===== src/rtl/clk_rst_mon.sv =====
`default_nettype none
// ============================================================================
//  Module      : clk_rst_mon
//  Description : Passive checker for the PHY supply/pwrok/reset/clock bring-up
//                sequence, with sticky violation flags and a dfi_clk edge count.
//  Revision    : 1.0 - initial release
// ============================================================================
module clk_rst_mon #(
    parameter int MIN_PWROK_TO_RST = 64,
    parameter int MIN_RST_CYC      = 64,
    parameter int MIN_PRESETN_CYC  = 16,
    parameter int WIN_CYC          = 1024,
    parameter int CNT_W            = 16
) (
    input  logic             mon_clk,
    input  logic             reset,
    input  logic             vdd,
    input  logic             vddq,
    input  logic             vaa,
    input  logic             pwrok_in,
    input  logic             presetn,
    input  logic             dfi_reset_n,
    input  logic             phy_reset_in,
    input  logic             dfi_clk,
    input  logic             err_clr,
    output logic [2:0]       seq_state,
    output logic             seq_done,
    output logic [6:0]       err_code,
    output logic             err_any,
    output logic [CNT_W-1:0] dfi_clk_cnt,
    output logic             cnt_valid
);

    // Synchroniser bit positions; vaa sits at bit 0 because it needs no edge flop.
    localparam int c_VAA     = 0;
    localparam int c_VDD     = 1;
    localparam int c_VDDQ    = 2;
    localparam int c_PWROK   = 3;
    localparam int c_PRESETN = 4;
    localparam int c_DFIRSTN = 5;
    localparam int c_PHYRST  = 6;
    localparam int c_DFICLK  = 7;

    localparam logic [7:0] c_SYNC_INIT = 8'b0011_0000;

    localparam logic [2:0] c_ST_OFF    = 3'd0;
    localparam logic [2:0] c_ST_SUPPLY = 3'd1;
    localparam logic [2:0] c_ST_PWROK  = 3'd2;
    localparam logic [2:0] c_ST_RUN    = 3'd3;
    localparam logic [2:0] c_ST_WARM   = 3'd4;

    localparam logic [CNT_W-1:0] c_MIN_GAP  = CNT_W'(MIN_PWROK_TO_RST);
    localparam logic [CNT_W-1:0] c_MIN_RST  = CNT_W'(MIN_RST_CYC);
    localparam logic [CNT_W-1:0] c_MIN_PRE  = CNT_W'(MIN_PRESETN_CYC);
    localparam logic [CNT_W-1:0] c_WIN_LAST = CNT_W'(WIN_CYC - 1);

    function automatic logic [CNT_W-1:0] f_sat_inc(input logic [CNT_W-1:0] v);
        return (&v) ? v : v + CNT_W'(1);
    endfunction

    logic [7:0]       w_pin;
    logic [7:0]       r_meta;
    logic [7:0]       r_sync;
    logic [7:1]       r_prev;
    logic [2:0]       r_state;
    logic [2:0]       w_state_nxt;
    logic [CNT_W-1:0] r_gap_cnt;
    logic [CNT_W-1:0] r_rst_cnt;
    logic [CNT_W-1:0] r_pre_cnt;
    logic [CNT_W-1:0] r_win_cnt;
    logic [CNT_W-1:0] r_edge_cnt;
    logic [6:0]       r_err;
    logic [6:0]       w_err_set;

    assign w_pin = {dfi_clk, phy_reset_in, dfi_reset_n, presetn,
                    pwrok_in, vddq, vdd, vaa};

    always_ff @(posedge mon_clk) begin
        if (reset) begin
            r_meta <= c_SYNC_INIT;
            r_sync <= c_SYNC_INIT;
            r_prev <= c_SYNC_INIT[7:1];
        end else begin
            r_meta <= w_pin;
            r_sync <= r_meta;
            r_prev <= r_sync[7:1];
        end
    end

    wire w_sup_all      = r_sync[c_VDD] & r_sync[c_VDDQ] & r_sync[c_VAA];
    wire w_pwrok_rise   =  r_sync[c_PWROK]   & ~r_prev[c_PWROK];
    wire w_pwrok_fall   = ~r_sync[c_PWROK]   &  r_prev[c_PWROK];
    wire w_phyrst_rise  =  r_sync[c_PHYRST]  & ~r_prev[c_PHYRST];
    wire w_phyrst_fall  = ~r_sync[c_PHYRST]  &  r_prev[c_PHYRST];
    wire w_presetn_rise =  r_sync[c_PRESETN] & ~r_prev[c_PRESETN];
    wire w_dfirst_rise  =  r_sync[c_DFIRSTN] & ~r_prev[c_DFIRSTN];
    wire w_dficlk_rise  =  r_sync[c_DFICLK]  & ~r_prev[c_DFICLK];
    wire w_supply_fall  = (~r_sync[c_VDD]  & r_prev[c_VDD]) |
                          (~r_sync[c_VDDQ] & r_prev[c_VDDQ]);
    wire w_wrap         = (r_win_cnt == c_WIN_LAST);

    // State register
    always_ff @(posedge mon_clk) begin
        if (reset) r_state <= c_ST_OFF;
        else       r_state <= w_state_nxt;
    end

    // Next-state logic; a pwrok drop overrides every other transition
    always_comb begin
        w_state_nxt = r_state;
        case (r_state)
            c_ST_OFF:    if (w_sup_all)     w_state_nxt = c_ST_SUPPLY;
            c_ST_SUPPLY: if (w_pwrok_rise)  w_state_nxt = c_ST_PWROK;
            c_ST_PWROK:  if (w_phyrst_fall) w_state_nxt = c_ST_RUN;
            c_ST_RUN:    if (w_phyrst_rise) w_state_nxt = c_ST_WARM;
            c_ST_WARM:   if (w_phyrst_fall) w_state_nxt = c_ST_RUN;
            default:                        w_state_nxt = c_ST_OFF;
        endcase
        if (r_state != c_ST_OFF && w_pwrok_fall) w_state_nxt = c_ST_OFF;
    end

    // Output logic
    always_comb begin
        seq_done = (r_state == c_ST_RUN);
    end

    assign seq_state = r_state;
    assign err_code  = r_err;
    assign err_any   = |r_err;

    always_ff @(posedge mon_clk) begin
        if (reset) begin
            r_gap_cnt <= '0;
            r_rst_cnt <= '0;
            r_pre_cnt <= '0;
        end else begin
            if (r_state == c_ST_SUPPLY && w_state_nxt == c_ST_PWROK) r_gap_cnt <= '0;
            else if (r_state == c_ST_PWROK)                          r_gap_cnt <= f_sat_inc(r_gap_cnt);

            if (r_state == c_ST_RUN && w_state_nxt == c_ST_WARM) r_rst_cnt <= '0;
            else if (r_state == c_ST_WARM)                       r_rst_cnt <= f_sat_inc(r_rst_cnt);

            if (!r_sync[c_PRESETN]) r_pre_cnt <= f_sat_inc(r_pre_cnt);
            else                    r_pre_cnt <= '0;
        end
    end

    // An edge coinciding with the wrap belongs to the new window
    always_ff @(posedge mon_clk) begin
        if (reset) begin
            r_win_cnt   <= '0;
            r_edge_cnt  <= '0;
            dfi_clk_cnt <= '0;
            cnt_valid   <= 1'b0;
        end else begin
            cnt_valid <= w_wrap;
            if (w_wrap) begin
                r_win_cnt   <= '0;
                dfi_clk_cnt <= r_edge_cnt;
                r_edge_cnt  <= w_dficlk_rise ? CNT_W'(1) : '0;
            end else begin
                r_win_cnt <= r_win_cnt + CNT_W'(1);
                if (w_dficlk_rise) r_edge_cnt <= f_sat_inc(r_edge_cnt);
            end
        end
    end

    always_comb begin
        w_err_set    = '0;
        w_err_set[0] = w_pwrok_rise & ~w_sup_all;
        w_err_set[1] = (r_state == c_ST_PWROK) && (w_state_nxt == c_ST_RUN) &&
                       (r_gap_cnt < c_MIN_GAP);
        w_err_set[2] = w_presetn_rise && (r_pre_cnt < c_MIN_PRE);
        w_err_set[3] = w_dfirst_rise & ~r_sync[c_PWROK];
        w_err_set[4] = (r_state == c_ST_WARM) && (w_state_nxt == c_ST_RUN) &&
                       (r_rst_cnt < c_MIN_RST);
        w_err_set[5] = w_supply_fall & r_sync[c_PWROK];
        w_err_set[6] = w_wrap && (r_edge_cnt == '0) &&
                       (r_state == c_ST_RUN || r_state == c_ST_WARM);
    end

    // A new event survives a simultaneous clear
    always_ff @(posedge mon_clk) begin
        if (reset) r_err <= '0;
        else       r_err <= (err_clr ? 7'd0 : r_err) | w_err_set;
    end

endmodule
`default_nettype wire

===== config.mk =====
export PLATFORM = sky130hd
export DESIGN_NAME = clk_rst_mon
export DESIGN_NICKNAME = d
export VERILOG_FILES = /design/src/rtl/clk_rst_mon.sv
export SDC_FILE = /design/constraint.sdc
export NUM_CORES = 1
export LEC_CHECK = 0
export BUFFER_PORTS_ARGS = -buffer_cell sky130_fd_sc_hd__buf_2
export CAP_MARGIN = 20
export CORE_UTILIZATION = 35
export CTS_CLUSTER_DIAMETER = 60
export DETAILED_ROUTE_END_ITERATION = 16
export SLEW_MARGIN = 10
export SYNTH_ARGS = -nofsm -noshare
export SYNTH_HDL_FRONTEND = slang
export SYNTH_SLANG_ARGS = --single-unit

===== constraint.sdc =====
create_clock -name mon_clk -period 2.93 [get_ports mon_clk]
set_input_delay 0.1465 -clock mon_clk [delete_from_list [all_inputs] [get_ports mon_clk]]
set_output_delay 0.1465 -clock mon_clk [all_outputs]
set_load 0.005 [all_outputs]

; ---- Word-level counts from Yosys, hierarchy flattened
; Index checks and enable logic that the tools add are counted.
[op_classes]
n_addsub = 5
n_lt_le_gt_ge = 3
n_eq_ne = 9
mux = 11
bitwise_logic = 28
reduce_logical = 28
[op_table]
columns = op, n
row1 = "16-bit by 1-bit adder with 16-bit output, second input constant", 5
row2 = 16-bit AND reduction, 4
row3 = 16-bit two-way mux, 3
row4 = "16-bit by 7-bit less-than comparator with 1-bit output, second input constant", 2
row5 = "16-bit by 10-bit == test with 1-bit output, second input constant", 1
row6 = 16-bit zero test, 1
row7 = "16-bit by 5-bit less-than comparator with 1-bit output, second input constant", 1
row8 = 3-bit two-way mux, 5
row9 = 1-bit bitwise AND, 14
row10 = "3-bit by 2-bit == test with 1-bit output, second input constant", 4
row11 = 1-bit inverter, 12
row12 = 3-bit one-hot mux with 4 select lines, 1
row13 = 1-bit logical AND, 10
row14 = 2-bit OR reduction, 5
row15 = 7-bit two-way mux, 1
row16 = 7-bit OR, 1
row17 = 7-bit OR reduction, 1
row18 = "3-bit == test, second input constant", 2
row19 = 2-bit AND reduction, 3
row20 = "3-bit by 1-bit == test with 1-bit output, second input constant", 1
row21 = 3-bit zero test, 1
row22 = 3-bit nonzero test, 1
row23 = "2-bit != test, second input constant", 1
row24 = 2-bit nonzero test, 1
row25 = other kinds (3), 3
[totals]
regBits = 130
in_bits = 11
output_inout_bits = 29
word_cells = 96

; ---- Logic depth before layout (Yosys ltp)
; Gate-level depths: netlist of run 1.
[depth]
ltp_word = 9
ltp_mapped = 7

; ---- Least setup slack after synthesis of run 1
; OpenSTA, ideal clock, no wires.
[synth_timing]
path_kind = reg2reg
start = register r_win_cnt[12]
end = register dfi_clk_cnt[10]
setup_time_ps = 128
arrival_ps = 1907
slack_ps = 895
path_stages_with_launch = 7
path_cell_list = dfxtp_1 or4_1 or4_1 buf_2 buf_2 mux2i_1 nor2_1
[synth_between]
elab_chain_len = 1
[synth_rtl]
columns = element, line_no
row1 = "start, declared", 70  ; logic [CNT_W-1:0] r_win_cnt;
row2 = "start signal, assigned", 162  ; r_win_cnt <= r_win_cnt + CNT_W'(1);
row3 = 16-bit by 10-bit == test with 1-bit output, 100  ; wire w_wrap = (r_win_cnt == c_WIN_LAST);
row4 = "end signal, assigned", 159  ; dfi_clk_cnt <= r_edge_cnt;
row5 = "end, declared", 30  ; output logic [CNT_W-1:0] dfi_clk_cnt,
; No other way between the ends.
; A chain may end at the register's enable or synchronous reset.

; ---- Worst setup path after layout of run 1
[layout_timing]
start = register r_win_cnt[8]
end = register r_err[6] (netlist: err_code[6])
[layout_between]
elab_chain_len = 4
[layout_rtl]
columns = element, line_no
row1 = 16-bit by 10-bit == test with 1-bit output, 100
row2 = 1-bit logical AND (2 in series), 178  ; w_err_set[6] = w_wrap && (r_edge_cnt == '0) &&
row3 = 7-bit OR, 185  ; else r_err <= (err_clr ? 7'd0 : r_err) | w_err_set;
row4 = "end signal, assigned", 185
row5 = "end, declared", 72  ; logic [6:0] r_err;
; No other way between the ends.

==> reports/results.txt, run 1 <==
FP Rows: 47
Clock Latency Late Sink: 0.41 ns
Post-Layout Cell Count: 959
Initial antenna violation count: 0
Hold-fix buffers, CTS: 8
Clk slew on worst S/H paths: 0.05 ns
Syn Nets: 700
Setup_tns: 0 ns
R2R setup slack: 0.60 ns
EDFF count, synth: 0
Hold crit path type: in2reg
Sequential area share after synthesis: 43.9%
Skew final: 0.00505 ns
CTS max path bufs: 2
CTS tree: yes
Routed via count: 5061
Largest net degree at the start of global routing: 34
Share of layout cells above drive strength 1: 12.0%
Post-layout min period: 2.33 ns
Startpoint Class: flop
Crit Path Max Fanout: 9
HP Start: err_clr
First-pass GRT wire length: 22300 um
Placed Area: 6380 um2
Critical Path Most Common Cell: or4_1
Core area: 16600 um2
Root buf cell: clkbuf_16
Top cell family by delay on the critical path: simple AND/OR/NAND/NOR gates
DRC: 0
CP endpoint kind: flop
Max Slew Vio Count: 0
Worst slack, placed: 0.616 ns
DP HPWL: 8960 um
Finished Core Util: 42.5%
Post-synth top area share: 43.9%
Vias in the first global route: 4579
Maximum vdd ir drop: 0.407 mV
RSZ-0062 raised after global routing: no
Leakage power: 2.57 nW
Leading area contributor after synthesis: dfxtp_1
Final worst slack: 0.603 ns
CTS Buf Count: 17
Slew @ Worst Pin: 0.828 ns
Post-Syn Area: 5930 um2
I/O pins: 40
Cts repair resizes: 0
Syn Area/Cell: 8.68 um2
Final Power: 4.01 mW
Synth area leaders: dfxtp_1, mux2i_1, nand2_1
Critical Path RT: 3.28 ns
Maximum clock rate: 430 MHz
Main synth FF type: dfxtp_1
Final Instance Area: 7040 um2
WHS Path Cells: 4
# nets final: 747
Synth cell types: 55
Routed WL per cell: 13.8 um
Clock sinks: 130
CP max stage delay: 0.54 ns
Period utilization: 79.4%
Die Y: 132 um
GRT overflow: 0
Reg2reg path depth: 5
GRT Util Overall: 15.7%
Status: complete, no violations
Post-synth ARST share: 0%
Post-Route WL: 13200 um
Synth Register Bits: 130
DP Cell Count: 923
Initial Utilization: 35.7%
H-tree levels: 4
Hold_ws: 0.0676 ns
CP cell instances: or4bb_1, or4_1, buf_4, or4_1, a21oi_1
CP max stage cell: or4_1
Yosys warning total: 0
ANT nets after route: 0
Die Wd: 132 um
Worst r2r src: r_win_cnt[8]
Cells after synthesis: 683
Area grow syn2layout: 18.8%
Max-cap violations: 0
Worst path arrival time: 2.67 ns
Post-CTS setup buffer count: 0
Fin. Hold Viols: 0
Crit Path Category: reg2reg
Port Buffers: 39
Setup-failing EPs final: 0
Pwr Density: 569 nW/um2
DR iter-0 viols: 276
DRT Pass-1 Iters: 4
Die footprint: 17500 um2
Gpl congestion: 0.811
Relative slew margins: 44.1%
CP bufs+invs: 1
Routed vias/inst: 5.28
Antenna cell count: 0
Reg2reg end: err_code[6]
Hold Path End: err_code[1]
[how the worst max path moves through the flow]
| stage | start | to | cells after the start |
|---|---|---|---|
| CTS | r_win_cnt[12] | err_code[6] | 5 |
| detailed placement | r_win_cnt[12] | err_code[6] | 5 |
| floorplan | r_win_cnt[12] | dfi_clk_cnt[10] | 6 |
| global route | r_win_cnt[0] | err_code[6] | 6 |
| finish | r_win_cnt[8] | err_code[6] | 5 |
| global placement | r_win_cnt[12] | err_code[6] | 5 |
[metal layers]
| metal | vias up | share of wire (%) | global-route usage, % |
|---|---|---|---|
| met5 | - | 0 | 0 |
| met4 | 0 | 0.99 | 5.36 |
| met3 | 14 | 3.5 | 4.65 |
| met2 | 61 | 47 | 24.5 |
| met1 | 2363 | 49 | 20.7 |
| li1 | 2623 | - | - |
[Yosys cell counts, types with 15 or more instances]
cell / instances
a21oi_1: 44
clkbuf_1: 22
dfxtp_1: 130
inv_1: 19
mux2i_1: 33
nand2_1: 59
nand2b_1: 15
nand3_1: 32
nand4_1: 27
nor2_1: 52
nor2b_1: 21
nor4_1: 22
o21ai_0: 21
o31ai_1: 17
or3_1: 19
or4_1: 23
[power breakdown]
part	leakage (nW)	switching (mW)	internal, mW
sequential	1.05	0.0127	1.79
clock	0.285	0.724	1.39
combinational	1.23	0.0564	0.0396
total	2.57	0.793	3.21
[area by class of cell]
class	count	area (um2)
clock inverters	5	104
fillers	1668	9540
clock buffers	23	478
flip-flops and latches	130	2600
multi-input cells	502	3140
repair buffers	60	373
well taps	220	275
inverters	19	71.3
[cells in the final DEF (no fill, tap or decap), drive strengths merged, types with 6 or more instances in the layout]
cell / n
a211oi: 7
a21oi: 44
a31oi: 7
and2: 7
and4: 9
buf: 52
clkbuf: 23
dfxtp: 130
dlygate4sd3: 8
ha: 6
inv: 19
mux2i: 33
nand2: 59
nand2b: 15
nand3: 32
nand4: 27
nor2: 52
nor2b: 21
nor3: 9
nor4: 22
o21ai: 21
o31ai: 17
or2: 7
or3: 19
or4: 23
xnor2: 8
xor2: 6
[flip-flops by register name, indices dropped and copies added, names as in the netlist, 3 cells and up]
register / flops
r_win_cnt: 16
r_rst_cnt: 16
seq_state: 3
r_pre_cnt: 16
r_edge_cnt: 16
err_code: 7
r_prev: 7
r_meta: 8
r_sync: 8
r_gap_cnt: 16
dfi_clk_cnt: 16
[worst reg2reg max path: cells and delay by family (launching register included)]
| family | cells | cell delay [ns] |
|---|---|---|
| buf+inv | 1 | 0.22 |
| simple gates | 3 | 1.51 |
| flops | 1 | 0.40 |
| compound gates | 1 | 0.15 |
[cell families after synthesis]
| kind of cell | after synthesis | synth area share, % |
|---|---|---|
| AND/OR/NAND/NOR | 319 | 29.6 |
| flip-flops | 130 | 43.9 |
| AO/OA/AOI/OAI | 129 | 14.0 |
| buffers and inverters | 51 | 3.40 |
| multiplexers | 33 | 5.57 |
| XOR/XNOR | 14 | 2.07 |
| adder cells (fa/ha/maj) | 7 | 1.44 |
No activity file was read; power rests on OpenSTA's default activity.
==> run 2, diff against run 1 <==
- ABC_AREA: unset -> 1
- clock period: 2.93 -> 2.04 ns (I/O delays scaled with it)
==> run 2 against run 1 <==
- flip-flop and latch count stayed put
- maximum frequency is 29% higher
- clock-buffer cell count is 2 higher
- clock power is 37% higher
- critical endpoint is now dfi_clk_cnt[4]
- first-iteration DRC count is 32% higher
- largest power group unchanged
- largest cell class unchanged
==> reports/results.txt, run 2 <==
Most frequent cells in the layout: nand2_1, nor2_1, dfxtp_1, inv_1, nand3_1
P_sw: 1.12 mW
Largest net degree at the start of global routing: 39
Synth area leaders: dfxtp_1, nand2_1, nor2_1
Clk slew on worst S/H paths: 0.06 ns
Synth cell types: 42
CP endpoint kind: flop
Routed WL per cell: 11.4 um
Clock Latency Late Sink: 0.42 ns
HP Start: err_clr
DRC: 0
Relative slew margins: 67.1%
Post-synth ARST share: 0%
Root buf cell: clkbuf_16
Status: complete, no violations
ANT nets after route: 0
Routed vias/inst: 4.68
R2R setup slack: 0.24 ns
Leading area contributor after synthesis: dfxtp_1
Startpoint Class: flop
Int Pwr: 4.50 mW
RSZ-0062 raised after global routing: no
Slew @ Worst Pin: 0.493 ns
Maximum vdd ir drop: 0.787 mV
Critical Path Most Common Cell: nand2_2
Initial Utilization: 35.9%
Main synth FF type: dfxtp_1
GRT Util Overall: 16.2%
Cells after synthesis: 908
WL met1: 6890 um
Yosys warning total: 0
Initial antenna violation count: 0
Routed via count: 5636
Leakage power: 2.90 nW
Reg2reg end: dfi_clk_cnt[4]
DR top layer: met4
Max Slew Vio Count: 0
DRT Pass-1 Iters: 5
CTS Buf Count: 17
Post-layout min period: 1.80 ns
Share of layout cells above drive strength 1: 10.7%
Core area: 17400 um2
Gpl congestion: 0.854
FP Rows: 48
Post-CTS setup buffer count: 0
CP max stage cell: dfxtp_1
Max-cap violations: 0
First-pass GRT wire length: 23800 um
Antenna cell count: 0
CTS tree: yes
Clock sinks: 130
CP cell instances: ha_1, nand3_2, nor3_4, nand2_2, inv_2, nand2_2, o21ai_0
Top cell family by delay on the critical path: simple AND/OR/NAND/NOR gates
Logic gate share of total power: 2.5%
Crit Path Max Fanout: 17
WHS Path Cells: 4
Maximum clock rate: 556 MHz
Synth Register Bits: 130
Vias in the first global route: 5074
Setup-failing EPs final: 0
Die Y: 135 um
Post-Syn Area: 6240 um2
Post-Route WL: 13700 um
CTS max path bufs: 2
Sw Share: 19.9%
Clock share of power: 51.6%
DR iter-0 viols: 365
Worst slack, placed: 0.212 ns
# nets final: 984
EDFF count, synth: 0
Period utilization: 88.1%
Setup_tns: 0 ns
Hold crit path type: in2reg
H-tree levels: 4
Die footprint: 18400 um2
Sequential area share after synthesis: 41.7%
Post-synth top area share: 41.7%
Commonest non-fill, non-tap cell in the layout: nand2_1
Worst path arrival time: 2.13 ns
Fin. Hold Viols: 0
Pwr Density: 765 nW/um2
Syn Nets: 925
Final worst slack: 0.242 ns
Port Buffers: 39
Skew final: 0.00830 ns
CP max stage delay: 0.34 ns
Syn Area/Cell: 6.87 um2
Die Wd: 135 um
Reg power frac: 46.0%
Final Power: 5.62 mW
Critical Path RT: 2.38 ns
Crit Path Category: reg2reg
Met3 Wirelength: 570 um
Count leader, synth: nand2_1
Commonest cells in the netlist: nand2_1, nor2_1, dfxtp_1, inv_1, nand3_1
Reg2reg path depth: 7
GRT overflow: 0
Hold_ws: 0.0669 ns
WL met2: 6080 um
I/O pins: 40
Area grow syn2layout: 17.8%
DP HPWL: 10000 um
Hold Path End: err_code[0]
Worst r2r src: r_win_cnt[0]
CP bufs+invs: 1
==> run 2: worst max path at each step <==
stage / from / to / slack [ns] / depth (start not counted)
after floorplan: r_gap_cnt[0] / r_gap_cnt[6] / 0.44 / 9
after global placement: r_gap_cnt[0] / r_gap_cnt[2] / 0.21 / 8
after detailed placement: r_gap_cnt[0] / r_gap_cnt[6] / 0.21 / 8
after CTS: r_gap_cnt[0] / r_gap_cnt[7] / 0.19 / 8
after global routing: r_win_cnt[0] / dfi_clk_cnt[5] / 0.002 / 7
final: r_win_cnt[0] / dfi_clk_cnt[4] / 0.24 / 7
==> run 2: timing repair <==
| action | in CTS | in global routing |
|---|---|---|
| setup endpoints to repair | 0 | 1 |
| hold buffers | 10 | 0 |
| endpoints found under the hold margin | 9 | 0 |
| gates resized for setup | 0 | 1 |
==> run 2: cell type report <==
class / count / area, um2
fill: 1792 / 10000
multi-input combinational: 648 / 3120
sequential: 130 / 2600
clock buffer: 25 / 485
inverter: 113 / 424
timing repair buffer: 57 / 355
tap: 225 / 282
clock inverter: 5 / 77.6
==> run 2: cell families (layout without fill, tap and decap cells) <==
kind of cell / after synthesis / count (layout) / synth area share (%)
xor+xnor: 33 / 33 / 4.63
simple gates: 507 / 507 / 35.2
compound gates: 102 / 102 / 8.91
flops: 130 / 130 / 41.7
buf+inv: 130 / 200 / 8.33
fa+ha+maj: 6 / 6 / 1.20
==> run 2: metrics by stage <==
stage               util (%)  std cells  cell area, um2
finish                  42.3       1203            7340
global route            42.3       1203            7340
CTS                     42.3       1203            7340
detailed placement      38.5       1163            6680
global placement        38.5       1163            6680
floorplan                  -        908            6240
==> run 2: routing by layer <==
layer,global-route usage [%],vias to the layer above
met1,21.2,2522
met2,25.1,94
li1,-,3007
met4,6.62,0
met5,0,-
met3,4.45,13
==> run 2: worst register-to-register path, cell delays in order, from the launching register on <==
cell     delay (ns)
dfxtp_1        0.34
ha_1           0.21
nand3_2        0.14
nor3_4         0.21
nand2_2        0.24
inv_2          0.16
nand2_2        0.21
o21ai_0        0.21
==> run 2: power by group through the flow <==
stage,registers (mW),logic [mW],clock network (mW)
after global routing,2.58,0.158,3.10
after global placement,2.64,0.125,0
after detailed placement,2.64,0.127,0
after CTS,2.58,0.142,2.98
final,2.58,0.138,2.90
after floorplan,2.63,0.0842,0
==> run 3, diff against run 2 <==
- SETUP_SLACK_MARGIN: unset -> 0.02
- clock period: 2.04 -> 2.1 ns (I/O delays scaled with it)
==> run 3 against run 2 <==
- total power fell by 3.3%
- utilization up 0.065 points
- clock skew grew 0.00070 ns
- worst setup slack gained 0.066 ns
- critical endpoint is now dfi_clk_cnt[1]
- global-route usage increased by 0.28 points
- worst hold slack worse by 0.0074 ns
==> reports/results.txt, run 3 (synthesized netlist as in run 2, its figures left out) <==
Status: complete, no violations
Hold crit path type: in2reg
FP Rows: 48
Period utilization: 85.3%
Routed vias/inst: 4.69
Placed Area: 6690 um2
Crit Path Max Fanout: 17
Maximum clock rate: 558 MHz
Routed via count: 5665
Clock sinks: 130
Core area: 17400 um2
Worst slack, placed: 0.310 ns
Setup-failing EPs final: 0
Port Buffers: 39
Gpl congestion: 0.850
Post-layout min period: 1.79 ns
Slew @ Worst Pin: 0.487 ns
Commonest non-fill, non-tap cell in the layout: nand2_1
Pwr Density: 739 nW/um2
Largest net degree at the start of global routing: 37
Root buf cell: clkbuf_16
Most frequent cells in the layout: nand2_1, nor2_1, dfxtp_1, inv_1, nand3_1
CTS Buf Count: 17
Final Power: 5.43 mW
Worst path arrival time: 2.13 ns
CTS tree: yes
Crit Path Category: reg2reg
CTS max path bufs: 2
Die footprint: 18400 um2
Finished Core Util: 42.4%
Die Wd: 135 um
Initial antenna violation count: 0
Post-CTS setup buffer count: 0
Critical Path RT: 2.44 ns
H-tree levels: 4
Layout fillers: 1824
Post-Route WL: 13800 um
Post-Layout Cell Count: 1207
DRT Pass-1 Iters: 5
CP endpoint kind: flop
I/O pins: 40
Max Slew Vio Count: 0
GRT Util Overall: 16.5%
Die Y: 135 um
Routed WL per cell: 11.4 um
DP Cell Count: 1164
First-pass GRT wire length: 24100 um
Leakage power: 2.91 nW
Final Instance Area: 7350 um2
Maximum vdd ir drop: 0.574 mV
GRT overflow: 0
Skew final: 0.00900 ns
Max-cap violations: 0
Hold_ws: 0.0595 ns
ANT nets after route: 0
RSZ-0062 raised after global routing: no
DR iter-0 viols: 297
Vias in the first global route: 5141
Startpoint Class: flop
Final worst slack: 0.309 ns
Clk slew on worst S/H paths: 0.06 ns
DRC: 0
# nets final: 986
Relative slew margins: 67.5%
Antenna cell count: 0
Initial Utilization: 35.9%
Clock Latency Late Sink: 0.42 ns
DP HPWL: 9960 um
Fin. Hold Viols: 0
Share of layout cells above drive strength 1: 11.1%
Setup_tns: 0 ns
Area grow syn2layout: 17.9%
## run 3: changes by cell type in the layout (fill, tap and decap cells not counted)
cell	delta
buf_4	+1
dlygate4sd3_1	+1
clkbuf_1	-2
clkinv_4	+1
ha_2	-1
ha_1	+1
clkinv_2	+2
clkinvlp_4	+2
bufinv_16	-1
## run 3: timing repair
item / 4_1_cts / 5_1_grt
hold buffers: 11 / 0
endpoints found under the hold margin: 10 / 0
endpoints found under the setup margin: 0 / 0
gates resized for setup: 0 / 0
## run 3: worst max-delay path, stage by stage, from the launching register on
cell,delay [ns]
dfxtp_1,0.35
ha_1,0.21
nand3_2,0.13
nor3_4,0.20
nand2_2,0.24
inv_2,0.15
nand2_2,0.21
o21ai_0,0.22
## run 3: report_power, final
group          switching [mW]  leakage (nW)  internal [mW]
clock                    1.08         0.269           1.71
sequential             0.0134          1.05           2.49
combinational          0.0805          1.58         0.0538
## run 3: cell type report
class | instances | area (um2) | area share [%]
clock inverter | 9 | 81.3 | 1.11
inverter | 113 | 424 | 5.77
clock buffer | 23 | 478 | 6.50
sequential | 130 | 2600 | 35.4
timing repair buffer | 59 | 373 | 5.07
multi-input combinational | 648 | 3110 | 42.3
tap | 225 | 282 | 3.83
## run 3: per-layer routing
layer / GRT usage, % / wire, um / up-vias
li1: - / - / 3019
met1: 21.7 / 6930 / 2543
met2: 25.4 / 6100 / 86
met3: 4.00 / 494 / 17
met4: 7.30 / 236 / 0
met5: 0 / 0 / -
## run 3: path summary, 6_finish.rpt
path | startpoint | cells after the start | slack (ns) | endpoint
min reg2reg | r_meta[2] | 2 | 0.40 | r_sync[2]
max | r_win_cnt[0] | 7 | 0.31 | dfi_clk_cnt[1]
min | err_clr | 4 | 0.06 | err_code[1]
max reg2reg | r_win_cnt[0] | 7 | 0.31 | dfi_clk_cnt[1]
